<file path="src/rtl/param_cache.sv">
// ============================================================================
//  Module      : param_cache
//  Description : Parametrised write-through, write-allocate cache, one word
//                per line, 1 or 2 ways with per-set LRU, valid/ready request
//                port, held-until-ack backing-memory port, bulk invalidate.
//                Optional hit/miss statistics when PARAM_CACHE_STATS_EN is
//                defined.
//  Revision    : 1.0 - initial release
// ============================================================================
`default_nettype none

module param_cache #(
    parameter int DATA_W  = 32,
    parameter int ADDR_W  = 32,
    parameter int INDEX_W = 2,
    parameter int ASSOC   = 2
) (
    input  logic              clk,
    input  logic              rst_n,
    input  logic              req_valid,
    output logic              req_ready,
    input  logic              req_wr,
    input  logic [ADDR_W-1:0] req_addr,
    input  logic [DATA_W-1:0] req_wdata,
    output logic              rsp_valid,
    output logic [DATA_W-1:0] rsp_rdata,
    output logic              rsp_hit,
    input  logic              inv_all,
    output logic              mem_req,
    output logic              mem_wr,
    output logic [ADDR_W-1:0] mem_addr,
    output logic [DATA_W-1:0] mem_wdata,
    input  logic              mem_ack,
    input  logic [DATA_W-1:0] mem_rdata
`ifdef PARAM_CACHE_STATS_EN
    ,
    output logic [31:0]       hit_cnt,
    output logic [31:0]       miss_cnt
`endif
);

    localparam int SETS  = 1 << INDEX_W;
    localparam int TAG_W = ADDR_W - INDEX_W;

    typedef enum logic [1:0] {
        S_IDLE  = 2'd0,
        S_MISS  = 2'd1,
        S_WRITE = 2'd2,
        S_RESP  = 2'd3
    } state_t;

    state_t              state;
    logic [ASSOC-1:0]    valid_q [SETS];
    logic [TAG_W-1:0]    tag_q   [ASSOC][SETS];
    logic [DATA_W-1:0]   data_q  [ASSOC][SETS];
    logic [SETS-1:0]     lru_q;           // per set: the way to evict next
    logic [ADDR_W-1:0]   lat_addr;
    logic [DATA_W-1:0]   lat_wdata;
    logic                lat_hit;
    logic                fill_way;

    logic [INDEX_W-1:0]  idx;
    logic [TAG_W-1:0]    tag_in;
    logic [INDEX_W-1:0]  fill_idx;
    logic [TAG_W-1:0]    fill_tag;
    logic [ASSOC-1:0]    hit_vec;
    logic                hit;
    logic                hit_way;
    logic [DATA_W-1:0]   hit_data;
    logic                victim;
    logic                acc_way;
    logic                accept;

    generate
        if (ASSOC != 1 && ASSOC != 2) begin : g_bad_assoc
            $error("param_cache: ASSOC must be 1 or 2");
        end
    endgenerate

    assign idx       = req_addr[INDEX_W-1:0];
    assign tag_in    = req_addr[ADDR_W-1:INDEX_W];
    assign fill_idx  = lat_addr[INDEX_W-1:0];
    assign fill_tag  = lat_addr[ADDR_W-1:INDEX_W];
    assign req_ready = (state == S_IDLE) && !inv_all;
    assign accept    = req_ready && req_valid;
    assign hit       = |hit_vec;
    assign acc_way   = hit ? hit_way : victim;

    // Tag compare across all ways of the addressed set in the acceptance cycle
    always_comb begin
        hit_vec  = '0;
        hit_way  = 1'b0;
        hit_data = '0;
        for (int w = 0; w < ASSOC; w++) begin
            if (valid_q[idx][w] && (tag_q[w][idx] == tag_in)) begin
                hit_vec[w] = 1'b1;
                hit_way    = w[0];
                hit_data   = data_q[w][idx];
            end
        end
    end

    // Victim choice: first invalid way, otherwise the LRU way
    generate
        if (ASSOC == 2) begin : g_victim_2way
            assign victim = !valid_q[idx][0] ? 1'b0 :
                            !valid_q[idx][1] ? 1'b1 : lru_q[idx];
        end else begin : g_victim_1way
            assign victim = 1'b0;
        end
    endgenerate

    // Control FSM, valid/LRU state and registered response/memory outputs
    always_ff @(posedge clk or negedge rst_n) begin
        if (!rst_n) begin
            state     <= S_IDLE;
            for (int s = 0; s < SETS; s++) valid_q[s] <= '0;
            lru_q     <= '0;
            mem_req   <= 1'b0;
            mem_wr    <= 1'b0;
            mem_addr  <= '0;
            mem_wdata <= '0;
            rsp_valid <= 1'b0;
            rsp_hit   <= 1'b0;
            rsp_rdata <= '0;
            lat_addr  <= '0;
            lat_wdata <= '0;
            lat_hit   <= 1'b0;
            fill_way  <= 1'b0;
        end else begin
            case (state)
                S_IDLE: begin
                    if (inv_all) begin
                        for (int s = 0; s < SETS; s++) valid_q[s] <= '0;
                        lru_q <= '0;
                    end else if (req_valid) begin
                        lat_addr  <= req_addr;
                        lat_wdata <= req_wdata;
                        lat_hit   <= hit;
                        fill_way  <= acc_way;
                        if (req_wr) begin
                            // Line is allocated/updated now; memory write follows
                            valid_q[idx][acc_way] <= 1'b1;
                            if (ASSOC == 2) lru_q[idx] <= ~acc_way;
                            mem_req   <= 1'b1;
                            mem_wr    <= 1'b1;
                            mem_addr  <= req_addr;
                            mem_wdata <= req_wdata;
                            state     <= S_WRITE;
                        end else if (hit) begin
                            if (ASSOC == 2) lru_q[idx] <= ~hit_way;
                            rsp_valid <= 1'b1;
                            rsp_hit   <= 1'b1;
                            rsp_rdata <= hit_data;
                            state     <= S_RESP;
                        end else begin
                            mem_req  <= 1'b1;
                            mem_wr   <= 1'b0;
                            mem_addr <= req_addr;
                            state    <= S_MISS;
                        end
                    end
                end
                S_MISS: begin
                    if (mem_ack) begin
                        valid_q[fill_idx][fill_way] <= 1'b1;
                        if (ASSOC == 2) lru_q[fill_idx] <= ~fill_way;
                        mem_req   <= 1'b0;
                        rsp_valid <= 1'b1;
                        rsp_hit   <= 1'b0;
                        rsp_rdata <= mem_rdata;
                        state     <= S_RESP;
                    end
                end
                S_WRITE: begin
                    if (mem_ack) begin
                        mem_req   <= 1'b0;
                        mem_wr    <= 1'b0;
                        rsp_valid <= 1'b1;
                        rsp_hit   <= lat_hit;
                        rsp_rdata <= lat_wdata;
                        state     <= S_RESP;
                    end
                end
                default: begin
                    rsp_valid <= 1'b0;
                    rsp_hit   <= 1'b0;
                    state     <= S_IDLE;
                end
            endcase
        end
    end

    // Tag/data storage: written on write acceptance or on a miss fill
    always_ff @(posedge clk) begin
        if (accept && req_wr) begin
            tag_q[acc_way][idx]  <= tag_in;
            data_q[acc_way][idx] <= req_wdata;
        end else if (state == S_MISS && mem_ack) begin
            tag_q[fill_way][fill_idx]  <= fill_tag;
            data_q[fill_way][fill_idx] <= mem_rdata;
        end
    end

`ifdef PARAM_CACHE_STATS_EN
    // Saturating read hit/miss counters, cleared by an accepted invalidate
    always_ff @(posedge clk or negedge rst_n) begin
        if (!rst_n) begin
            hit_cnt  <= '0;
            miss_cnt <= '0;
        end else if (state == S_IDLE && inv_all) begin
            hit_cnt  <= '0;
            miss_cnt <= '0;
        end else if (accept && !req_wr) begin
            if (hit && hit_cnt != 32'hFFFF_FFFF)    hit_cnt  <= hit_cnt + 32'd1;
            if (!hit && miss_cnt != 32'hFFFF_FFFF)  miss_cnt <= miss_cnt + 32'd1;
        end
    end
`else
    // Statistics counters are not built in this configuration
`endif

endmodule

`default_nettype wire

</file>
<file path="config.mk">
export PLATFORM = sky130hd
export DESIGN_NAME = param_cache
export DESIGN_NICKNAME = d
export VERILOG_FILES = /design/src/rtl/param_cache.sv
export SDC_FILE = /design/constraint.sdc
export NUM_CORES = 1
export LEC_CHECK = 0
export CORE_MARGIN = 2
export CORE_UTILIZATION = 30
export CTS_CLUSTER_SIZE = 12
export DETAILED_ROUTE_END_ITERATION = 10
export PLACE_DENSITY_LB_ADDON = 0.3
export SKIP_CTS_REPAIR_TIMING = 1
export SLEW_MARGIN = 40
export SYNTH_ARGS = -nofsm -noshare
export SYNTH_HDL_FRONTEND = slang
export SYNTH_SLANG_ARGS = --single-unit
</file>
<file path="constraint.sdc">
create_clock -name clk -period 23.7 [get_ports clk]
set_clock_uncertainty 0.2 [all_clocks]
set_input_delay 4.74 -clock clk [delete_from_list [all_inputs] [get_ports clk]]
set_output_delay 4.74 -clock clk [all_outputs]
set_load 0.1 [all_outputs]
</file>
==> impl_results.md, run 1 <==
- Final ANT Viol Nets: 0
- Num rows: around 110
- EDFF count, synth: 496
- Filler cells: 8,964
- Switch share: roughly 40%
- Number of buffers and inverters on the critical path: 3
- Comb power frac: between 30% and 40%
- Critical Path Sink Type: output pin
- GRT Util Overall: 16.0%
- Tightest Hold Check Type: reg -> reg
- Psw: 1.69 mW
- Max H-tree Level: 3
- Setup ws final: between 10 and 15 ns
- Post-route setup TNS: 0 ns
- Worst r2r path cells: 11
- Initial antenna violation count: 1
- FF-to-FF Start: tag_q[0][44]$_DFFE_PP_
- Crit Path Category: in -> out
- Critical Path RT: about 19 ns
- DR WL/cell: about 23 um
- Mapped Avg Cell Area: 14.5 sq um
- Clock power share: between 20% and 30%
- Minimum hold slack: 0.266 ns
- Max VDD drop: around 0.11 mV
- Internal power: around 2.6 mW
- Pleak: about 13 nW
- Starting density of the core: slightly above 30%
- Routability cong.: 0.856
- CTS tree: done
- Worst hold path startpoint: mem_wdata[8]$_DFFE_PN0P_
- HPWL Detailed: between 40,000 and 50,000 um
- Status: complete, no violations
- Reg clk slew, reported paths: roughly 0.060 ns
- Yosys reg bits: between 600 and 700
- Die Wd: 312 um
- Vias: approximately 18,000
- Primary FF master, synth: edfxtp_1
- Vias in the first global route: about 18,000
- Footprint of the flip-flops and latches: a little under 0.02 sq mm
- Hold Path Sink: mem_wdata[8]$_DFFE_PN0P_
- Least-Margin Pin Slew: a little under 0.9 ns
- Xor and xnor fraction of the mapped netlist area: 1.54%
- Vias per cell: between 5 and 6
- RSZ-0062 raised after global routing: false
- Final period util: a little under half
- CTS Root Cell: clkbuf_16
- Congestion Overflow GR: 0
- Area growth from synthesis to layout: 19.4%
- R2r setup slk: around 19 ns
- Yosys warning count: 0
- Distinct cells, synth: 77
- Global-route wire length before repair: approximately 120,000 um
- Top delay family on crit path: buffers and inverters
- # diodes: 0
- Port-buffer cells: 202
- Cell count after synthesis: about 2,000
- Compound-Gate Fraction of Synth Area: 7.12%
- Register share of total power: a little under two fifths
- Total wire length: between 70,000 and 80,000 um
- Die height: around 310 um
- Max-cap viol count: 0
- Share of cells above drive strength 1: 18.1%
- Startpoint Class: primary input
- Max Freq: between 0.09 and 0.1 GHz
- Slew Limit Fails: 0
- Placement Setup Slack: ~12 ns
- Synthesized area: around 0.029 sq mm
- WP data arrival: between 6 and 7 ns
- Nets: between 2,000 and 2,500
- Largest family of logic cells by synthesized area: multiplexers
- Multi-input logic area: 0.00861 sq mm
- Max FO, Critical Path: 4
- Die ar.: roughly 0.098 sq mm
- CTS Buffer Depth: 3
- Mapped Nets: about 2,100
- Initial DRC count: 1,482
- Post-synthesis mux area share: approximately an eighth
- Tmin final: between 10 and 15 ns
- CTS buffer count: between 70 and 80
- R2R Path End: tag_q[0][52]$_DFFE_PP_
- Adder-Cell Fraction of Synth Area: less than 1%
- Worst skew pair latency: approximately 0.63 ns
- DRC viols: 0
- Largest net degree at the start of global routing: 81
- Sink Count: slightly below 700
- Final Setup Violations: 0
- Crit-path cells: clkdlybuf4s50_1 -> nand2b_1 -> inv_1 -> buf_2
- Fin. Hold Viols: 0
- Slowest stage cell, crit path: clkdlybuf4s50_1
- Ports: 203
- Initial DRT Pass Iterations: 5
- Slowest stage delay, CP: between 0.4 and 0.5 ns
- Core footprint: between 0.09 and 0.1 sq mm
- PD cells: approximately 120 mW/mm^2
- Sequential area share after synthesis: 68.0%
- Post-Synth Simple-Gate Area: under 10%
- Async set or reset register ratio after synthesis: 26.6%
- Hold depth: 2
- Slew HR: between 40 and 50%
-- power by group through the flow --
stage | logic, mW | registers, mW | clock network (mW)
final | 1.45 | 1.61 | 1.20
after floorplan | 0.536 | 2.17 | 0
after CTS | 1.46 | 1.61 | 1.23
after global placement | 1.51 | 1.63 | 0
after global routing | 1.54 | 1.63 | 1.27
after detailed placement | 1.46 | 1.63 | 0
-- registers in the layout (all words and copies together), names as in the netlist --
| register | flops |
|---|---|
| data_q | 256 |
| fill_way | 1 |
| lat_addr | 32 |
| lat_hit | 1 |
| lat_wdata | 32 |
| lru_q | 4 |
| mem_addr | 32 |
| mem_req | 1 |
| mem_wdata | 32 |
| mem_wr | 1 |
| rsp_hit | 1 |
| rsp_rdata | 32 |
| rsp_valid | 1 |
| state | 2 |
| tag_q | 240 |
| valid_q | 8 |
-- worst max-delay path by stage --
| stage | start | endpoint | slack (ns) | cells past startpoint |
|---|---|---|---|---|
| floorplan | req_addr[1] | data_q[1][100]$_DFFE_PP_ | 11.03 | 11 |
| CTS | inv_all | req_ready | 12.72 | 4 |
| detailed placement | req_addr[1] | tag_q[0][42]$_DFFE_PP_ | 12.34 | 13 |
| global placement | req_addr[1] | tag_q[1][74]$_DFFE_PP_ | 12.05 | 13 |
| finish | inv_all | req_ready | 12.71 | 4 |
| global route | inv_all | req_ready | 12.67 | 4 |
-- metal layers --
metal  global-route usage, %  share of wire [%]  up-vias
li1                        -                  -     7770
met4                    4.57                2.2        0
met5                       0                  0        -
met1                    21.8                 43     8953
met3                    3.18                6.7      116
met2                    26.1                 48      702
-- kinds of logic after synthesis --
family,Yosys count
flops,676
buf+inv,152
compound gates,280
xor+xnor,50
simple gates,601
mux,201
fa+ha+maj,5
-- per-stage QoR --
| step | util (%) | std cells | power, mW | instance area, sq um |
|---|---|---|---|---|
| 6_report | 36.0 | 3475 | 4.25 | 34100 |
| 5_1_grt | 36.0 | 3475 | 4.44 | 34100 |
| 4_1_cts | 36.0 | 3474 | 4.30 | 34000 |
| 3_5_place_dp | 33.3 | 3333 | 3.09 | 31500 |
| 3_3_place_gp | 33.8 | 3331 | 3.13 | 31900 |
| 2_1_floorplan | - | 1965 | 2.70 | 28500 |
-- worst register-to-register path, delay by kind of cell (launching register included) --
| family | cells | cell delay, ns |
|---|---|---|
| compound gates | 4 | 1.56 |
| buf+inv | 3 | 1.35 |
| mux | 1 | 0.47 |
| simple gates | 2 | 0.43 |
| flops | 1 | 0.37 |
| xor+xnor | 1 | 0.21 |
-- synth_stat cells, types with 9 or more instances --
master    count  share of area [%]
o211ai_1     34               0.89
nor2_1       23               0.30
o21ai_0      29               0.51
o22ai_1       9               0.20
o31ai_1      38                1.0
a21oi_1      43               0.75
edfxtp_1    496                 52
buf_2        18               0.32
mux2_2       13               0.51
nand2b_1     11               0.24
buf_4        10               0.26
clkbuf_1     79                1.0
a21boi_0     32               0.84
nand4_1      10               0.22
a221oi_1     33                1.0
dfrtp_1     180                 16
nand3_1      11               0.19
mux2i_1      53                1.9
mux4_2      104                8.2
and3_1       34               0.75
inv_1        14               0.18
mux2_1       31                1.2
xnor2_1      46                1.4
nand2_1     476                6.3
buf_1        21               0.28
-- layout make-up --
type | count | area share, %
Clock buffer | 111 | 6.48
Clock inverter | 30 | 1.03
Inverter | 16 | 0.176
Multi-Input combinational cell | 1137 | 25.3
Sequential cell | 676 | 57.0
Tap cell | 1265 | 4.65
Timing Repair Buffer | 240 | 5.43
-- cells in the final DEF (no fill, tap or decap), types with 6 or more instances in the layout --
cell type / synthesis / final
mux2i_1: 53 / 53
xnor2_1: 46 / 46
nand4_1: 10 / 10
or3_1: 6 / 6
nor2_1: 23 / 21
nor3_1: 8 / 8
a221oi_1: 33 / 33
and3_1: 34 / 33
clkinv_1: 1 / 11
a21boi_0: 32 / 32
buf_4: 10 / 32
clkdlybuf4s50_1: 0 / 98
dfrtp_1: 180 / 180
nand3_1: 11 / 10
buf_6: 7 / 6
edfxtp_1: 496 / 496
mux4_2: 104 / 104
or4_1: 6 / 6
bufinv_16: 0 / 7
nand2b_1: 11 / 11
a21oi_1: 43 / 43
buf_2: 18 / 101
nand2_1: 476 / 474
o31ai_1: 38 / 38
clkbuf_1: 79 / 21
mux2_2: 13 / 13
mux2_1: 31 / 31
o21ai_0: 29 / 26
clkinv_2: 0 / 6
inv_1: 14 / 14
o22ai_1: 9 / 9
clkbuf_16: 0 / 79
o211ai_1: 34 / 34
clkbuf_8: 0 / 13
o2111ai_1: 6 / 6
Note: power is estimated with default switching activity, not from simulation.
==> run 2: changes to the inputs <==
==> constraint.sdc (replaced) <==
create_clock -name clk -period 9.75 [get_ports clk]
set_clock_uncertainty 0.2 [all_clocks]
set_input_delay 1.95 -clock clk [delete_from_list [all_inputs] [get_ports clk]]
set_output_delay 1.95 -clock clk [all_outputs]
set_load 0.1 [all_outputs]
==> run 2 against run 1 <==
Compared with the run above: flip-flop and latch count unchanged; first-iteration DRC count is 18% higher; clock power increased by 140%; global-route usage up 0.082 points; final area up 0.11%; register-to-register slack worse by 14 ns; non-clock buffer count increased by 8; highest routed layer unchanged.
==> impl_results.md, run 2 (synthesized netlist as in run 1, its figures left out) <==
- Max FO, Critical Path: 60
- Nets: roughly 2,300
- Post-Layout Cell Count: 3,483
- Worst hold path startpoint: mem_wdata[11]$_DFFE_PN0P_
- Largest register by flop count: data_q
- Design Power: slightly above 10 mW
- WP data arrival: between 7 and 8 ns
- Share of cells above drive strength 1: roughly 18%
- Max-cap viol count: 0
- Dpl cells: 3,342
- Initial DRC count: between 1,500 and 2,000
- GRT Util Overall: 16.1%
- CTS tree: done
- Routability cong.: just over 0.8
- Initial DRT Pass Iterations: 5
- Max reg flops: ~260
- Worst skew pair latency: 0.64 ns
- Final Setup Violations: 0
- Final ANT Viol Nets: 0
- CP most frequent cell: buf_4
- Total wire length: approximately 80,000 um
- Global-route wire length before repair: approximately 120,000 um
- Final period util: 72.9%
- Status: complete, no violations
- CTS Buffer Depth: 3
- CTS buffer count: 77
- Filler cells: about 8,900
- Slew Limit Fails: 0
- Die height: about 310 um
- Vias: about 18,000
- R2r setup slk: approximately 4.5 ns
- Startpoint Class: primary input
- Area growth from synthesis to layout: 19.6%
- Congestion Overflow GR: 0
- Pleak: around 13 nW
- Vias per cell: between 5 and 6
- Worst r2r path cells: 9
- PD cells: ~300 mW/mm^2
- Commonest non-fill, non-tap cell in the layout: edfxtp_1
- Port-buffer cells: 202
- Num rows: approximately 110
- Hold Path Sink: mem_wdata[11]$_DFFE_PN0P_
- Ports: about 200
- Max VDD drop: 0.294 mV
- Minimum hold slack: about 0.27 ns
- Least-Margin Pin Slew: approximately 0.85 ns
- Tightest Hold Check Type: reg -> reg
- Max H-tree Level: 3
- Crit-path cells: buf_6 -> buf_4 -> mux2i_1 -> o21ai_0 -> or4_1 -> a222oi_1 -> o2111a_2 -> nand2_1 -> a21oi_4 -> a31o_4 -> buf_4
- Starting density of the core: 30.2%
- Die Wd: 312 um
- Largest net degree at the start of global routing: 76
- Vias in the first global route: 18,101
- Slowest stage cell, crit path: o2111a_2
- Core footprint: 0.0946 sq mm
- Post-route setup TNS: 0 ns
- Final Cell Area: about 0.034 sq mm
- Critical Path RT: between 9 and 10 ns
- Largest regs: data_q: 256 flops, tag_q: 240 flops
- Slew HR: 42.6%
- Max Freq: ~0.14 GHz
- RSZ-0062 raised after global routing: false
- Sink Count: just under 700
- CTS Root Cell: clkbuf_16
- HPWL Detailed: between 50,000 and 60,000 um
- # diodes: 0
- FF-to-FF Start: tag_q[0][58]$_DFFE_PP_
- Critical Path Sink Type: register
- Reg clk slew, reported paths: 0.06 ns
- Tmin final: 7.11 ns
- Most frequent cells in the layout: edfxtp_1 (496), nand2_1 (474), dfrtp_1 (180), mux4_2 (104), buf_2 (101)
- Placement Setup Slack: roughly 2.0 ns
- Hold depth: 2
- Die ar.: about 0.1 sq mm
- DRC viols: 0
- R2R Path End: tag_q[0][16]$_DFFE_PP_
- Layout Utilization: 36.0%
- DR WL/cell: between 20 and 25 um
- Setup ws final: 2.64 ns
- Initial antenna violation count: 0
- Slowest stage delay, CP: approximately 0.8 ns
- Crit Path Category: in -> reg
- Fin. Hold Viols: 0
- DP Area: 0.0316 sq mm
[run 2: cell types whose count changed in the layout (fill, tap and decap cells not counted), sizes merged]
cell,change
buf,+8
bufinv,-3
clkinv,+8
inv,-1
clkbuf,-4
[run 2: how the worst max path moves through the flow]
| stage | from | to |
|---|---|---|
| after global routing | req_addr[1] | tag_q[0][16]$_DFFE_PP_ |
| final | req_addr[1] | tag_q[0][16]$_DFFE_PP_ |
| after global placement | req_addr[1] | tag_q[0][12]$_DFFE_PP_ |
| after detailed placement | req_addr[1] | tag_q[0][12]$_DFFE_PP_ |
| after CTS | req_addr[1] | tag_q[0][16]$_DFFE_PP_ |
| after floorplan | req_addr[1] | data_q[1][64]$_DFFE_PP_ |
[run 2: layer usage]
metal / vias up / wire length, um / GRT usage, %
li1: 7799 / - / -
met1: 9152 / 35600 / 23.2
met2: 792 / 36300 / 24.8
met3: 119 / 6190 / 2.91
met4: 0 / 1820 / 4.87
met5: - / 0 / 0
[run 2: layout make-up]
| cell class | instances | area [sq um] | share of cell area, % |
|---|---|---|---|
| multi-input combinational | 1137 | 8610 | 25.3 |
| clock inverter | 34 | 383 | 1.12 |
| sequential | 676 | 19400 | 56.9 |
| clock buffer | 107 | 2130 | 6.25 |
| inverter | 16 | 60.1 | 0.176 |
| tap | 1265 | 1580 | 4.64 |
| timing repair buffer | 248 | 1930 | 5.66 |
[run 2: power breakdown]
part	total [mW]	switching (mW)	internal [mW]
Clock	2.84	1.19	1.65
Sequential	3.92	0.221	3.70
Combinational	3.55	2.76	0.794
Total	10.3	4.17	6.15
[run 2: worst max-delay path, delay by kind of cell]
kind / cells / cell delay, ns
buffers and inverters: 3 / 1.38
AND/OR/NAND/NOR: 2 / 0.76
multiplexers: 1 / 0.25
AO/OA/AOI/OAI: 5 / 2.73
